$ cat config.mk
export PLATFORM = sky130hd
export DESIGN_NAME = rob_valid_tracker_flat
export DESIGN_NICKNAME = d
export VERILOG_FILES = /design/src/rtl/rob_valid_tracker_if.sv /design/src/rtl/rob_valid_tracker.sv /design/src/flat_wrapper.sv
export SDC_FILE = /design/constraint.sdc
export NUM_CORES = 1
export LEC_CHECK = 0
export CORE_MARGIN = 2
export CORE_UTILIZATION = 57
export CTS_BUF_LIST = sky130_fd_sc_hd__clkbuf_2
export CTS_CLUSTER_DIAMETER = 40
export DETAILED_ROUTE_END_ITERATION = 10
export GPL_ROUTABILITY_DRIVEN = 0
export PLACE_DENSITY = 0.82
export SKIP_LAST_GASP = 1
export SYNTH_ARGS = -nofsm -noshare
export SYNTH_HDL_FRONTEND = slang
export SYNTH_SLANG_ARGS = --single-unit
$ cat constraint.sdc
create_clock -name clk -period 3.8 [get_ports clk]
set_clock_uncertainty 0.2 [all_clocks]
set_input_delay 0.76 -clock clk [delete_from_list [all_inputs] [get_ports clk]]
set_output_delay 0.76 -clock clk [all_outputs]
set_load 0.03 [all_outputs]
$ cat src/rtl/rob_valid_tracker_if.sv
// Bundle of dispatch, writeback, commit and lookup signals around the ROB valid tracker.
// The tracker connects through the slave modport; its environment drives the master side.
interface rob_valid_tracker_if #(
    parameter int ADDR_WIDTH = 4,
    parameter int WR_PORTS   = 2
);
    logic                           flush_i;
    logic                           alloc_i;
    logic [ADDR_WIDTH-1:0]          alloc_id_o;
    logic                           full_o;
    logic                           empty_o;
    logic [ADDR_WIDTH:0]            cnt_o;
    logic [WR_PORTS-1:0]            set_i;
    logic [WR_PORTS*ADDR_WIDTH-1:0] set_addr_i;
    logic                           retire_valid_o;
    logic [ADDR_WIDTH-1:0]          retire_id_o;
    logic                           retire_ready_i;
    logic [ADDR_WIDTH-1:0]          addr_read_i;
    logic                           read_done_o;
    logic                           err_o;

    modport master (
        output flush_i, alloc_i, set_i, set_addr_i, retire_ready_i, addr_read_i,
        input  alloc_id_o, full_o, empty_o, cnt_o, retire_valid_o, retire_id_o,
               read_done_o, err_o
    );

    modport slave (
        input  flush_i, alloc_i, set_i, set_addr_i, retire_ready_i, addr_read_i,
        output alloc_id_o, full_o, empty_o, cnt_o, retire_valid_o, retire_id_o,
               read_done_o, err_o
    );
endinterface

$ cat src/rtl/rob_valid_tracker.sv
// In-order allocate / out-of-order complete / in-order retire tracker for the reorder buffer.
// Optional protocol checker enabled by defining ROB_VALID_CHECK_EN; otherwise err_o is tied low.
module rob_valid_tracker #(
    parameter int ADDR_WIDTH = 4,
    parameter int WR_PORTS   = 2
) (
    input  logic                  clk,
    input  logic                  rst_n,
    rob_valid_tracker_if.slave    bus
);
    localparam int DEPTH = 2 ** ADDR_WIDTH;

    logic [DEPTH-1:0]      alloc_reg, alloc_next;
    logic [DEPTH-1:0]      done_reg, done_next;
    logic [ADDR_WIDTH-1:0] head_reg, head_next;
    logic [ADDR_WIDTH-1:0] tail_reg, tail_next;
    logic [ADDR_WIDTH:0]   cnt_reg, cnt_next;

    logic [ADDR_WIDTH-1:0] port_addr [WR_PORTS];
    logic [DEPTH-1:0]      port_mask [WR_PORTS];
    logic [DEPTH-1:0]      set_mask;
    logic                  full;
    logic                  retire_valid;
    logic                  alloc_fire;
    logic                  retire_fire;

    // One-hot decode per completion port; ports are OR-merged below.
    genvar gi;
    generate
        for (gi = 0; gi < WR_PORTS; gi++) begin : g_port
            assign port_addr[gi] = bus.set_addr_i[gi*ADDR_WIDTH +: ADDR_WIDTH];
            assign port_mask[gi] = bus.set_i[gi] ? (DEPTH'(1) << port_addr[gi]) : '0;
        end
    endgenerate

    always_comb begin
        set_mask = '0;
        for (int p = 0; p < WR_PORTS; p++) begin
            set_mask = set_mask | port_mask[p];
        end
    end

    assign full         = (cnt_reg == (ADDR_WIDTH+1)'(DEPTH));
    assign retire_valid = alloc_reg[head_reg] & done_reg[head_reg];
    assign alloc_fire   = bus.alloc_i & ~full;
    assign retire_fire  = retire_valid & bus.retire_ready_i;

    // Apply order set -> retire -> alloc so retire beats a set to the head, and a set
    // to the tail is dropped because alloc_reg[tail] is still clear.
    always_comb begin
        alloc_next = alloc_reg;
        done_next  = done_reg | (set_mask & alloc_reg);
        head_next  = head_reg;
        tail_next  = tail_reg;
        cnt_next   = cnt_reg + (ADDR_WIDTH+1)'(alloc_fire) - (ADDR_WIDTH+1)'(retire_fire);
        if (retire_fire) begin
            alloc_next[head_reg] = 1'b0;
            done_next[head_reg]  = 1'b0;
            head_next            = head_reg + ADDR_WIDTH'(1);
        end
        if (alloc_fire) begin
            alloc_next[tail_reg] = 1'b1;
            done_next[tail_reg]  = 1'b0;
            tail_next            = tail_reg + ADDR_WIDTH'(1);
        end
        if (bus.flush_i) begin
            alloc_next = '0;
            done_next  = '0;
            head_next  = '0;
            tail_next  = '0;
            cnt_next   = '0;
        end
    end

    always_ff @(posedge clk) begin
        if (!rst_n) begin
            alloc_reg <= '0;
            done_reg  <= '0;
            head_reg  <= '0;
            tail_reg  <= '0;
            cnt_reg   <= '0;
        end else begin
            alloc_reg <= alloc_next;
            done_reg  <= done_next;
            head_reg  <= head_next;
            tail_reg  <= tail_next;
            cnt_reg   <= cnt_next;
        end
    end

    assign bus.alloc_id_o     = tail_reg;
    assign bus.full_o         = full;
    assign bus.empty_o        = (cnt_reg == '0);
    assign bus.cnt_o          = cnt_reg;
    assign bus.retire_valid_o = retire_valid;
    assign bus.retire_id_o    = head_reg;
    assign bus.read_done_o    = done_reg[bus.addr_read_i];

`ifdef ROB_VALID_CHECK_EN
    logic err_reg, err_next;
    logic proto_err;

    // Flagged conditions are still handled exactly as in the unchecked build.
    always_comb begin
        proto_err = bus.alloc_i & full;
        for (int p = 0; p < WR_PORTS; p++) begin
            if (bus.set_i[p] && (!alloc_reg[port_addr[p]] || done_reg[port_addr[p]])) begin
                proto_err = 1'b1;
            end
            for (int q = p + 1; q < WR_PORTS; q++) begin
                if (bus.set_i[p] && bus.set_i[q] && (port_addr[p] == port_addr[q])) begin
                    proto_err = 1'b1;
                end
            end
        end
        err_next = err_reg | (proto_err & ~bus.flush_i);
    end

    always_ff @(posedge clk) begin
        if (!rst_n) begin
            err_reg <= 1'b0;
        end else begin
            err_reg <= err_next;
        end
    end

    assign bus.err_o = err_reg;
`else
    assign bus.err_o = 1'b0;
`endif
endmodule

$ cat src/flat_wrapper.sv
// flat-port wrapper written by rule: the top's interface ports become plain ports
module rob_valid_tracker_flat 
#(
    parameter int ADDR_WIDTH = 4,
    parameter int WR_PORTS   = 2
)
  (clk, rst_n, bus_flush_i, bus_alloc_i, bus_set_i, bus_set_addr_i, bus_retire_ready_i, bus_addr_read_i, bus_alloc_id_o, bus_full_o, bus_empty_o, bus_cnt_o, bus_retire_valid_o, bus_retire_id_o, bus_read_done_o, bus_err_o);
  rob_valid_tracker_if #(.ADDR_WIDTH(ADDR_WIDTH), .WR_PORTS(WR_PORTS)) bus_i ();
  input  logic clk;
  input  logic rst_n;
  input wire logic [$bits(bus_i.flush_i)-1:0] bus_flush_i;
  input wire logic [$bits(bus_i.alloc_i)-1:0] bus_alloc_i;
  input wire logic [$bits(bus_i.set_i)-1:0] bus_set_i;
  input wire logic [$bits(bus_i.set_addr_i)-1:0] bus_set_addr_i;
  input wire logic [$bits(bus_i.retire_ready_i)-1:0] bus_retire_ready_i;
  input wire logic [$bits(bus_i.addr_read_i)-1:0] bus_addr_read_i;
  output wire logic [$bits(bus_i.alloc_id_o)-1:0] bus_alloc_id_o;
  output wire logic [$bits(bus_i.full_o)-1:0] bus_full_o;
  output wire logic [$bits(bus_i.empty_o)-1:0] bus_empty_o;
  output wire logic [$bits(bus_i.cnt_o)-1:0] bus_cnt_o;
  output wire logic [$bits(bus_i.retire_valid_o)-1:0] bus_retire_valid_o;
  output wire logic [$bits(bus_i.retire_id_o)-1:0] bus_retire_id_o;
  output wire logic [$bits(bus_i.read_done_o)-1:0] bus_read_done_o;
  output wire logic [$bits(bus_i.err_o)-1:0] bus_err_o;
  assign bus_i.flush_i = bus_flush_i;
  assign bus_i.alloc_i = bus_alloc_i;
  assign bus_i.set_i = bus_set_i;
  assign bus_i.set_addr_i = bus_set_addr_i;
  assign bus_i.retire_ready_i = bus_retire_ready_i;
  assign bus_i.addr_read_i = bus_addr_read_i;
  assign bus_alloc_id_o = bus_i.alloc_id_o;
  assign bus_full_o = bus_i.full_o;
  assign bus_empty_o = bus_i.empty_o;
  assign bus_cnt_o = bus_i.cnt_o;
  assign bus_retire_valid_o = bus_i.retire_valid_o;
  assign bus_retire_id_o = bus_i.retire_id_o;
  assign bus_read_done_o = bus_i.read_done_o;
  assign bus_err_o = bus_i.err_o;
  rob_valid_tracker #(.ADDR_WIDTH(ADDR_WIDTH), .WR_PORTS(WR_PORTS)) u_core (.clk(clk), .rst_n(rst_n), .bus(bus_i));
endmodule
==> impl_metrics.tcl, run 1 <==
set metrics [dict create \
    p_per_area_nw_per_um2 250 \
    die-area_um2 5340 \
    cts_buffer_depth 2 \
    post-route-min-period_ns 3.66 \
    p_leak_nw 1.11 \
    drt_drc_violations_left 0 \
    clk_pin_slew_ns 0.22 \
    clock_sinks 45 \
    diodes 0 \
    grt-ovfl-total 0 \
    worstRegToRegCells 12 \
    clock.fmax_mhz 273 \
    antenna_found_initial 0 \
    final_cell_mix "44 x dfxtp_1, 40 x nor2_1, 33 x clkdlybuf4s50_1, 27 x a21oi_1" \
    routedWlPerCell_um 17.8 \
    dp.cells 400 \
    cp-start-kind "flip-flop" \
    syn-instance-count 319 \
    end_kind "output port" \
    netlist-cell-type-count 46 \
    place_ws_ns -0.197 \
    num_vias 2591 \
    dp_hpwl_mm 5.57 \
    area_growth_pct 16.0 \
    grt_pass1_vias 2570 \
    drive_gt1_share_pct 7.93 \
    min_period_over_period_pct 96.4 \
    cts_made_buffers 5 \
    slowest_stage "mux4_1" \
    r2r-end "u_core.bus.cnt_o[4]$_SDFF_PP0_" \
    firstDrtPassIters 5 \
    holdPathEnd "u_core.alloc_reg[14]$_SDFF_PP0_" \
    slowest_delay_ns 0.64 \
    reg2reg_from "u_core.bus.retire_id_o[1]$_SDFFE_PP0N_" \
    drv_slew 0 \
    path_buf_inv 1 \
    placed_area_um2 3110 \
    fin_setup_tns_ns 0 \
    ys_async_sr_fraction_pct 0 \
    final_nets 387 \
    htreeDepth 2 \
    ir_drop_mv 0.229 \
    hold_slack_ns 0.295 \
    io_pins 37 \
    tritoncts "built" \
    grt_max_degree 28 \
    path_max_fanout 8 \
    synth_flop_cell "dfxtp_1" \
    rsz0062_at_grt "false" \
    dieHeight_um 73.1 \
    crit_family "multiplexers" \
    setup_viol 0 \
    die_x_um 73.1 \
    whs_path_depth 2 \
    synth_nets 353 \
    hold_viol 0 \
    crit_chain "mux4_1 > mux4_2 > clkdlybuf4s50_1" \
    postCtsSetupBuffers 0 \
    start_util_pct 58.3 \
    ant_nets 0 \
    core_um2 4660 \
    status "finished clean" \
    vias_per_cell 6.37 \
    reg2reg_setup_slack_ns 0.26 \
    syn_area_um2 2720 \
    final_cells 407 \
    grt.total_usage_pct 29.4 \
    ys_warn_count 0 \
    hold_class "flip-flop to flip-flop" \
    final_area_um2 3150 \
    max_cap_viol_count 0 \
    fp-row-count 25 \
    fin_ws_ns 0.136 \
    worst_pin_slew_ns 0.641 \
    final_common_cell "dfxtp_1" \
    ys_seq_area_share_pct 33.1 \
    cp.required_ns 2.84 \
    ys_seq_elements 45 \
    clock_latency_ns 0.45 \
    avgSynthCellArea_um2 8.52 \
    worst-endpoint-arrival_ns 2.70 \
    grt_pass1_wl_mm 12.0 \
    drt-initial-drc-count 280 \
    io_buffer_count 35 \
    min-delay-start "u_core.alloc_reg[14]$_SDFF_PP0_" \
    root_buffer "clkbuf_2" \
    crit_type "flip-flop to output port" \
    relSlewSlack_pct 57.1 \
    totalWireLength_mm 7.26 \
    synth-edff-count 0 \
]
where the power goes:
| part | switching (mW) | total, mW | leakage (nW) | internal, mW |
|---|---|---|---|---|
| registers | 0.00387 | 0.481 | 0.363 | 0.477 |
| logic | 0.0600 | 0.107 | 0.721 | 0.0471 |
| clock network | 0.162 | 0.201 | 0.0225 | 0.0395 |
worst register-to-register path: stages, from the launching register on:
cell and delay (ns):
dfxtp_2 0.50, mux4_1 0.64, mux4_2 0.52, and2_4 0.20
ha_1 0.27, inv_1 0.04, ha_1 0.20, fa_1 0.41
a21oi_1 0.15, nor2_1 0.06, nor2_1 0.12, xnor2_1 0.13
nor2_1 0.05
cells in the mapped netlist, types with 2 or more instances:
library cell / number / share of area (%)
nor2b_1: 2 / 0.46
nor4b_1: 5 / 1.6
nand4_1: 4 / 0.92
a31oi_1: 4 / 0.92
mux4_1: 2 / 1.9
clkbuf_1: 10 / 1.4
nand2b_1: 6 / 1.4
a211o_1: 2 / 0.64
nor3_1: 7 / 1.3
mux4_2: 8 / 6.6
inv_1: 10 / 1.4
nand2_1: 18 / 2.5
ha_1: 14 / 6.4
nand3_1: 11 / 2.0
xnor2_1: 4 / 1.3
nand3b_1: 5 / 1.4
dfxtp_1: 45 / 33
or3_1: 3 / 0.69
o21ai_0: 19 / 3.5
nor2_1: 40 / 5.5
mux2i_1: 2 / 0.74
and3_1: 2 / 0.46
o2111ai_1: 2 / 0.64
or2_2: 2 / 0.46
or3b_2: 2 / 0.64
a21oi_1: 27 / 5.0
nor4_1: 8 / 1.8
o22ai_1: 16 / 3.7
xor2_1: 4 / 1.3
and2_1: 19 / 4.4
how the worst max path moves through the flow:
| stage | from | cells after the start | slack, ns | to |
|---|---|---|---|---|
| 2_1_floorplan | u_core.bus.retire_id_o[1]$_SDFFE_PP0N_ | 13 | 0.05 | u_core.bus.cnt_o[4]$_SDFF_PP0_ |
| 3_3_place_gp | bus_addr_read_i[0] | 4 | -0.17 | bus_read_done_o |
| 3_5_place_dp | bus_addr_read_i[0] | 4 | -0.20 | bus_read_done_o |
| 4_1_cts | u_core.bus.retire_id_o[1]$_SDFFE_PP0N_ | 3 | 0.009 | bus_retire_valid_o |
| 5_1_grt | u_core.done_reg[13]$_SDFF_PP0_ | 4 | 0.05 | bus_retire_valid_o |
| 6_report | u_core.bus.retire_id_o[1]$_SDFFE_PP0N_ | 3 | 0.14 | bus_retire_valid_o |
cell type report:
class,count,area [um2]
Clock buffer,5,25.0
Clock inverter,2,11.3
Fill cell,400,1510
Inverter,12,50.0
Multi-Input combinational cell,249,1710
Sequential cell,45,902
Tap cell,54,67.6
Timing Repair Buffer,40,389
layer usage:
metal  GRT usage (%)  vias to the layer above  share of wire (%)
li1                -                     1226                  -
met1            37.9                     1214                 42
met2            46.5                      127                 46
met3            7.60                       24                8.1
met4            12.8                        0                3.3
met5               0                        -                  0
cells by family (layout without fill, tap and decap cells):
logic type	after synthesis	in the layout	share of synthesized area (%)
and+or+nand+nor	137	137	26.5
AOI/OAI and AO/OA	76	76	17.1
DFF	45	45	33.1
buffers and inverters	25	59	4.05
adders and majority gates	15	15	7.18
muxes	12	12	9.30
xor gates and xnor gates	8	8	2.58
other	1	1	0.138
metrics by stage:
| stage | total power [mW] | util (%) |
|---|---|---|
| final | 0.789 | 67.6 |
| after global routing | 0.813 | 67.6 |
| after global placement | 0.593 | 66.8 |
| after CTS | 0.785 | 67.5 |
| after floorplan | 0.548 | - |
| after detailed placement | 0.595 | 66.8 |
repair_timing:
item | in CTS | in global routing
endpoints found under the setup margin | 1 | 3
resized for setup | 1 | 2
hold buffers | 0 | 0
(Power assumes the default switching activity.)
==> run 2, diff against run 1 <==
--- a/config.mk
+++ b/config.mk
@@ -5,13 +5,16 @@
 export SDC_FILE = /design/constraint.sdc
 export NUM_CORES = 1
 export LEC_CHECK = 0
+export CAP_MARGIN = 10
+export CELL_PAD_IN_SITES_DETAIL_PLACEMENT = 1
+export CELL_PAD_IN_SITES_GLOBAL_PLACEMENT = 1
 export CORE_MARGIN = 2
-export CORE_UTILIZATION = 57
+export CORE_UTILIZATION = 43
 export CTS_BUF_LIST = sky130_fd_sc_hd__clkbuf_2
 export CTS_CLUSTER_DIAMETER = 40
 export DETAILED_ROUTE_END_ITERATION = 10
 export GPL_ROUTABILITY_DRIVEN = 0
-export PLACE_DENSITY = 0.82
+export PLACE_DENSITY = 0.83
 export SKIP_LAST_GASP = 1
 export SYNTH_ARGS = -nofsm -noshare
 export SYNTH_HDL_FRONTEND = slang
==> run 2 against run 1 <==
Against the previous run:
- worst setup slack got worse by 0.051 ns
- count of clock-buffer cells in the layout unchanged
- design area rose by 1.7%
- register-to-register slack lost 0.04 ns
- critical path type unchanged
- non-clock buffer count down 1
- highest routed layer is now met5
- die area up 31%
- final cell count increased by 5.2%
- sequential power is essentially flat
- total power increased by 11%
- sequential share of layout area down 0.40 points
- critical path depth is 1 higher
- largest power group unchanged
==> impl_metrics.tcl, run 2 (synthesized netlist as in run 1, its figures left out) <==
set metrics [dict create \
    die_x_um 83.5 \
    power_frac_seq_pct 54.8 \
    firstDrtPassIters 4 \
    start_util_pct 45.1 \
    totalWireLength_mm 8.66 \
    p_total_uw 877 \
    cp.required_ns 2.84 \
    clk_pin_slew_ns 0.26 \
    area_growth_pct 18.0 \
    swShare_pct 27.5 \
    num_vias 2630 \
    path_max_fanout 4 \
    root_buffer "clkbuf_2" \
    worst-endpoint-arrival_ns 2.75 \
    grt_pass1_wl_mm 13.9 \
    hold_buffers 0 \
    core_um2 6030 \
    drive_gt1_share_pct 8.22 \
    grt.total_usage_pct 25.1 \
    vias_per_cell 6.14 \
    setup_viol 0 \
    htreeDepth 2 \
    drt_drc_violations_left 0 \
    ant_nets 0 \
    clock_sinks 45 \
    cts_made_buffers 5 \
    final_cell_mix "44 x dfxtp_1, 40 x nor2_1, 34 x clkdlybuf4s50_1, 27 x a21oi_1" \
    postCtsSetupBuffers 0 \
    end_kind "output port" \
    placed_area_um2 3130 \
    final_nets 386 \
    ir_drop_mv 0.296 \
    clock_power_share_pct 32.7 \
    antenna_found_initial 1 \
    crit_type "flip-flop to output port" \
    dp_hpwl_mm 6.74 \
    relSlewSlack_pct 48.8 \
    final_area_um2 3210 \
    final_common_cell "dfxtp_1" \
    comb_power_share_pct 12.4 \
    dieHeight_um 83.5 \
    cp-start-kind "flip-flop" \
    utilization_pct 53.2 \
    diodes 0 \
    fp-row-count 28 \
    clock_latency_ns 0.45 \
    drv_slew 0 \
    max_cap_viol_count 0 \
    post-route-min-period_ns 3.71 \
    p_leak_nw 1.11 \
    hold_viol 0 \
    routedWlPerCell_um 20.2 \
    fill_cells 728 \
    p_per_area_nw_per_um2 274 \
    switching_power_uw 241 \
    die-area_um2 6970 \
    grt-ovfl-total 0 \
    drt-initial-drc-count 210 \
    internal_power_uw 636 \
    rsz0062_at_grt "false" \
    hold_class "flip-flop to flip-flop" \
    min_period_over_period_pct 97.7 \
    grt_max_degree 24 \
    worst_pin_slew_ns 0.768 \
    io_buffer_count 35 \
    hold_slack_ns 0.302 \
    io_pins 37 \
    cts_buffer_depth 2 \
    clock.fmax_mhz 269 \
    tritoncts "built" \
    status "finished clean" \
    grt_pass1_vias 2656 \
]
[run 2: cell types whose count changed in the layout (fill, tap and decap cells not counted)]
cell / previous run / this run
clkdlybuf4s50_1: 33 / 34
clkinv_1: 2 / 1
clkinv_4: 0 / 1
bufinv_16: 0 / 1
dfxtp_4: 0 / 1
dlymetal6s2s_1: 1 / 0
dfxtp_2: 1 / 0
buf_4: 5 / 4
[run 2: cell type report]
cell class	instances	area (um2)	area share [%]
multi-input cells	249	1710	53.2
flip-flops and latches	45	905	28.2
repair buffers	39	379	11.8
well taps	75	93.8	2.93
inverters	12	50.0	1.56
clock inverters	3	46.3	1.44
clock buffers	5	25.0	0.781
[run 2: power groups by stage]
stage / Sequential [mW] / Clock, mW / Combinational, mW
floorplan: 0.494 / 0 / 0.0536
global placement: 0.490 / 0 / 0.104
detailed placement: 0.490 / 0 / 0.108
CTS: 0.482 / 0.289 / 0.109
global route: 0.482 / 0.306 / 0.118
finish: 0.481 / 0.287 / 0.109
[run 2: metrics by stage]
step           TNS [ns]  worst slack (ns)  instances
6_report              0            0.0856        428
5_1_grt               0            0.0250        428
4_1_cts               0            0.0599        428
3_5_place_dp     -0.163            -0.163        420
3_3_place_gp     -0.136            -0.136        420
2_1_floorplan         0            0.0494        319
[run 2: timing repair]
| action | in CTS | in global routing |
|---|---|---|
| pin swaps | 0 | 0 |
| endpoints found under the setup margin | 2 | 2 |
| gates resized for setup | 2 | 1 |
[run 2: final timing paths]
path	start	end	slack, ns	cells after the start
max	u_core.done_reg[7]$_SDFF_PP0_	bus_retire_valid_o	0.09	4
min reg2reg	u_core.alloc_reg[10]$_SDFF_PP0_	u_core.alloc_reg[10]$_SDFF_PP0_	0.30	2
min	u_core.alloc_reg[10]$_SDFF_PP0_	u_core.alloc_reg[10]$_SDFF_PP0_	0.30	2
max reg2reg	u_core.done_reg[7]$_SDFF_PP0_	u_core.bus.cnt_o[4]$_SDFF_PP0_	0.22	13
[run 2: critical path, cell delays in order, from the launching register on]
cell and delay, ns:
dfxtp_1 0.43, and2_1 0.19, mux4_1 0.55, mux4_2 0.53, clkdlybuf4s50_1 0.62
[run 2: layer usage]
| metal | share of wire (%) | track usage [%] | wire length (um) | up-vias |
|---|---|---|---|---|
| met5 | 0.13 | 0 | 11 | - |
| met1 | 43 | 33.6 | 3740 | 1304 |
| met4 | 2.1 | 7.33 | 180 | 2 |
| li1 | - | - | - | 1229 |
| met2 | 48 | 41.3 | 4160 | 76 |
| met3 | 6.5 | 4.85 | 559 | 19 |
==> run 3, diff against run 2 <==
==> constraint.sdc (replaced) <==
create_clock -name clk -period 3.99 [get_ports clk]
set_clock_uncertainty 0.2 [all_clocks]
set_input_delay 0.798 -clock clk [delete_from_list [all_inputs] [get_ports clk]]
set_output_delay 0.798 -clock clk [all_outputs]
set_load 0.03 [all_outputs]
==> run 3 against run 2 <==
Against the previous run:
- critical path depth unchanged
- sequential cell count unchanged
- design area decreased by 1.2%
- hold slack got worse by 0.0094 ns
- first-iteration DRC count decreased by 37%
- global-route usage decreased by 1.0 points
- combinational power decreased by 6%
- non-clock buffer count decreased by 1
- die area unchanged
- total power decreased by 13%
- via count decreased by 2.0%
- critical endpoint is now bus_read_done_o
==> impl_metrics.tcl, run 3 (synthesized netlist as in run 1, its figures left out) <==
set metrics [dict create \
    clk_pin_slew_ns 0.23 \
    crit_path_end "bus_read_done_o" \
    dp.cells 419 \
    final_common_cell "dfxtp_1" \
    worstRegToRegCells 12 \
    dieHeight_um 83.5 \
    firstDrtPassIters 4 \
    drive_gt1_share_pct 7.95 \
    p_leak_nw 1.10 \
    fp-row-count 28 \
    r2r-end "u_core.bus.cnt_o[4]$_SDFF_PP0_" \
    path_buf_inv 2 \
    worst_pin_slew_ns 0.737 \
    io_pins 37 \
    cp-start-kind "input pin" \
    final_cell_mix "44 x dfxtp_1, 40 x nor2_1, 34 x clkdlybuf4s50_1, 27 x a21oi_1" \
    hold_buffers 0 \
    ir_drop_mv 0.160 \
    crit_start "bus_addr_read_i[0]" \
    clock.fmax_mhz 263 \
    path_depth 4 \
    clock_sinks 45 \
    num_vias 2577 \
    cts_made_buffers 5 \
    drt-initial-drc-count 132 \
    place_ws_ns -0.0763 \
    rsz0062_at_grt "false" \
    final_nets 385 \
    power_frac_seq_pct 60.0 \
    start_util_pct 45.1 \
    comb_power_share_pct 13.5 \
    min_period_over_period_pct 95.2 \
    status "finished clean" \
    placed_area_um2 3120 \
    post-route-min-period_ns 3.80 \
    max_cap_viol_count 0 \
    crit_chain "clkdlybuf4s50_1 > mux4_2 > mux4_2 > dlygate4sd2_1" \
    p_per_area_nw_per_um2 241 \
    area_growth_pct 16.5 \
    slowest_stage "clkdlybuf4s50_1" \
    core_um2 6030 \
    vias_per_cell 6.04 \
    final_area_um2 3170 \
    diodes 0 \
    hold_class "flip-flop to flip-flop" \
    hold_slack_ns 0.292 \
    final_cells 427 \
    grt_pass1_vias 2673 \
    end_kind "output port" \
    setup_viol 0 \
    reg2reg_from "u_core.bus.retire_id_o[1]$_SDFFE_PP0N_" \
    internal_power_uw 547 \
    drt_drc_violations_left 0 \
    slowest_delay_ns 0.62 \
    clock_latency_ns 0.42 \
    path_max_fanout 4 \
    htreeDepth 2 \
    drv_slew 0 \
    grt.total_usage_pct 24.1 \
    grt_pass1_wl_mm 13.5 \
    crit_type "input pin to output port" \
    die_x_um 83.5 \
    fin_ws_ns 0.191 \
    min-delay-start "u_core.alloc_reg[12]$_SDFF_PP0_" \
    grt_max_degree 24 \
    cp.required_ns 2.99 \
    path_common_cell "mux4_2" \
    antenna_found_initial 0 \
    relSlewSlack_pct 50.8 \
    worst-endpoint-arrival_ns 2.80 \
    root_buffer "clkbuf_2" \
    tritoncts "built" \
    grt-ovfl-total 0 \
    io_buffer_count 35 \
    fin_setup_tns_ns 0 \
    reg2reg_setup_slack_ns 0.41 \
    fill_cells 740 \
    die-area_um2 6970 \
    utilization_pct 52.6 \
    hold_viol 0 \
    clock_power_share_pct 26.5 \
    cts_buffer_depth 2 \
    switching_power_uw 216 \
    totalWireLength_mm 8.24 \
    p_total_uw 763 \
    routedWlPerCell_um 19.3 \
    crit_family "multiplexers" \
    ant_nets 0 \
    swShare_pct 28.3 \
    dp_hpwl_mm 6.43 \
]
## run 3: worst min-delay path, stage by stage (launching register included)
cell and delay (ns):
dfxtp_1 0.37, nand2_1 0.05, o21ai_0 0.06
## run 3: layer usage
metal | global-route usage (%) | share of wire, % | vias to the layer above | wire length (um)
met1 | 32.4 | 44 | 1253 | 3650
met4 | 7.48 | 2.4 | 0 | 194
li1 | - | - | 1225 | -
met2 | 38.5 | 46 | 85 | 3780
met5 | 0 | 0 | - | 0
met3 | 5.64 | 7.5 | 14 | 620
## run 3: area by class of cell
class | count | area, um2 | area share (%)
clock inverters | 1 | 7.51 | 0.237
flip-flops and latches | 45 | 902 | 28.5
clock buffers | 7 | 35.0 | 1.11
repair buffers | 38 | 372 | 11.7
well taps | 75 | 93.8 | 2.96
inverters | 12 | 50.0 | 1.58
multi-input cells | 249 | 1710 | 53.9
## run 3: worst min path at each step
stage                                            to  slack (ns)  cells past startpoint
floorplan           u_core.alloc_reg[10]$_SDFF_PP0_        0.24                      2
global placement    u_core.alloc_reg[14]$_SDFF_PP0_        0.26                      2
detailed placement  u_core.alloc_reg[12]$_SDFF_PP0_        0.27                      2
CTS                 u_core.alloc_reg[12]$_SDFF_PP0_        0.30                      2
global route        u_core.alloc_reg[14]$_SDFF_PP0_        0.33                      2
finish              u_core.alloc_reg[12]$_SDFF_PP0_        0.29                      2
## run 3: repair_timing
item                                    4_1_cts  5_1_grt
buffers inserted                              0        0
gates resized for setup                       1        1
endpoints found under the setup margin        1        1
## run 3: power by group through the flow
stage / sequential, mW / clock [mW] / combinational, mW
2_1_floorplan: 0.471 / 0 / 0.0510
3_3_place_gp: 0.466 / 0 / 0.100
3_5_place_dp: 0.467 / 0 / 0.102
4_1_cts: 0.458 / 0.209 / 0.103
5_1_grt: 0.459 / 0.225 / 0.111
6_report: 0.458 / 0.202 / 0.103
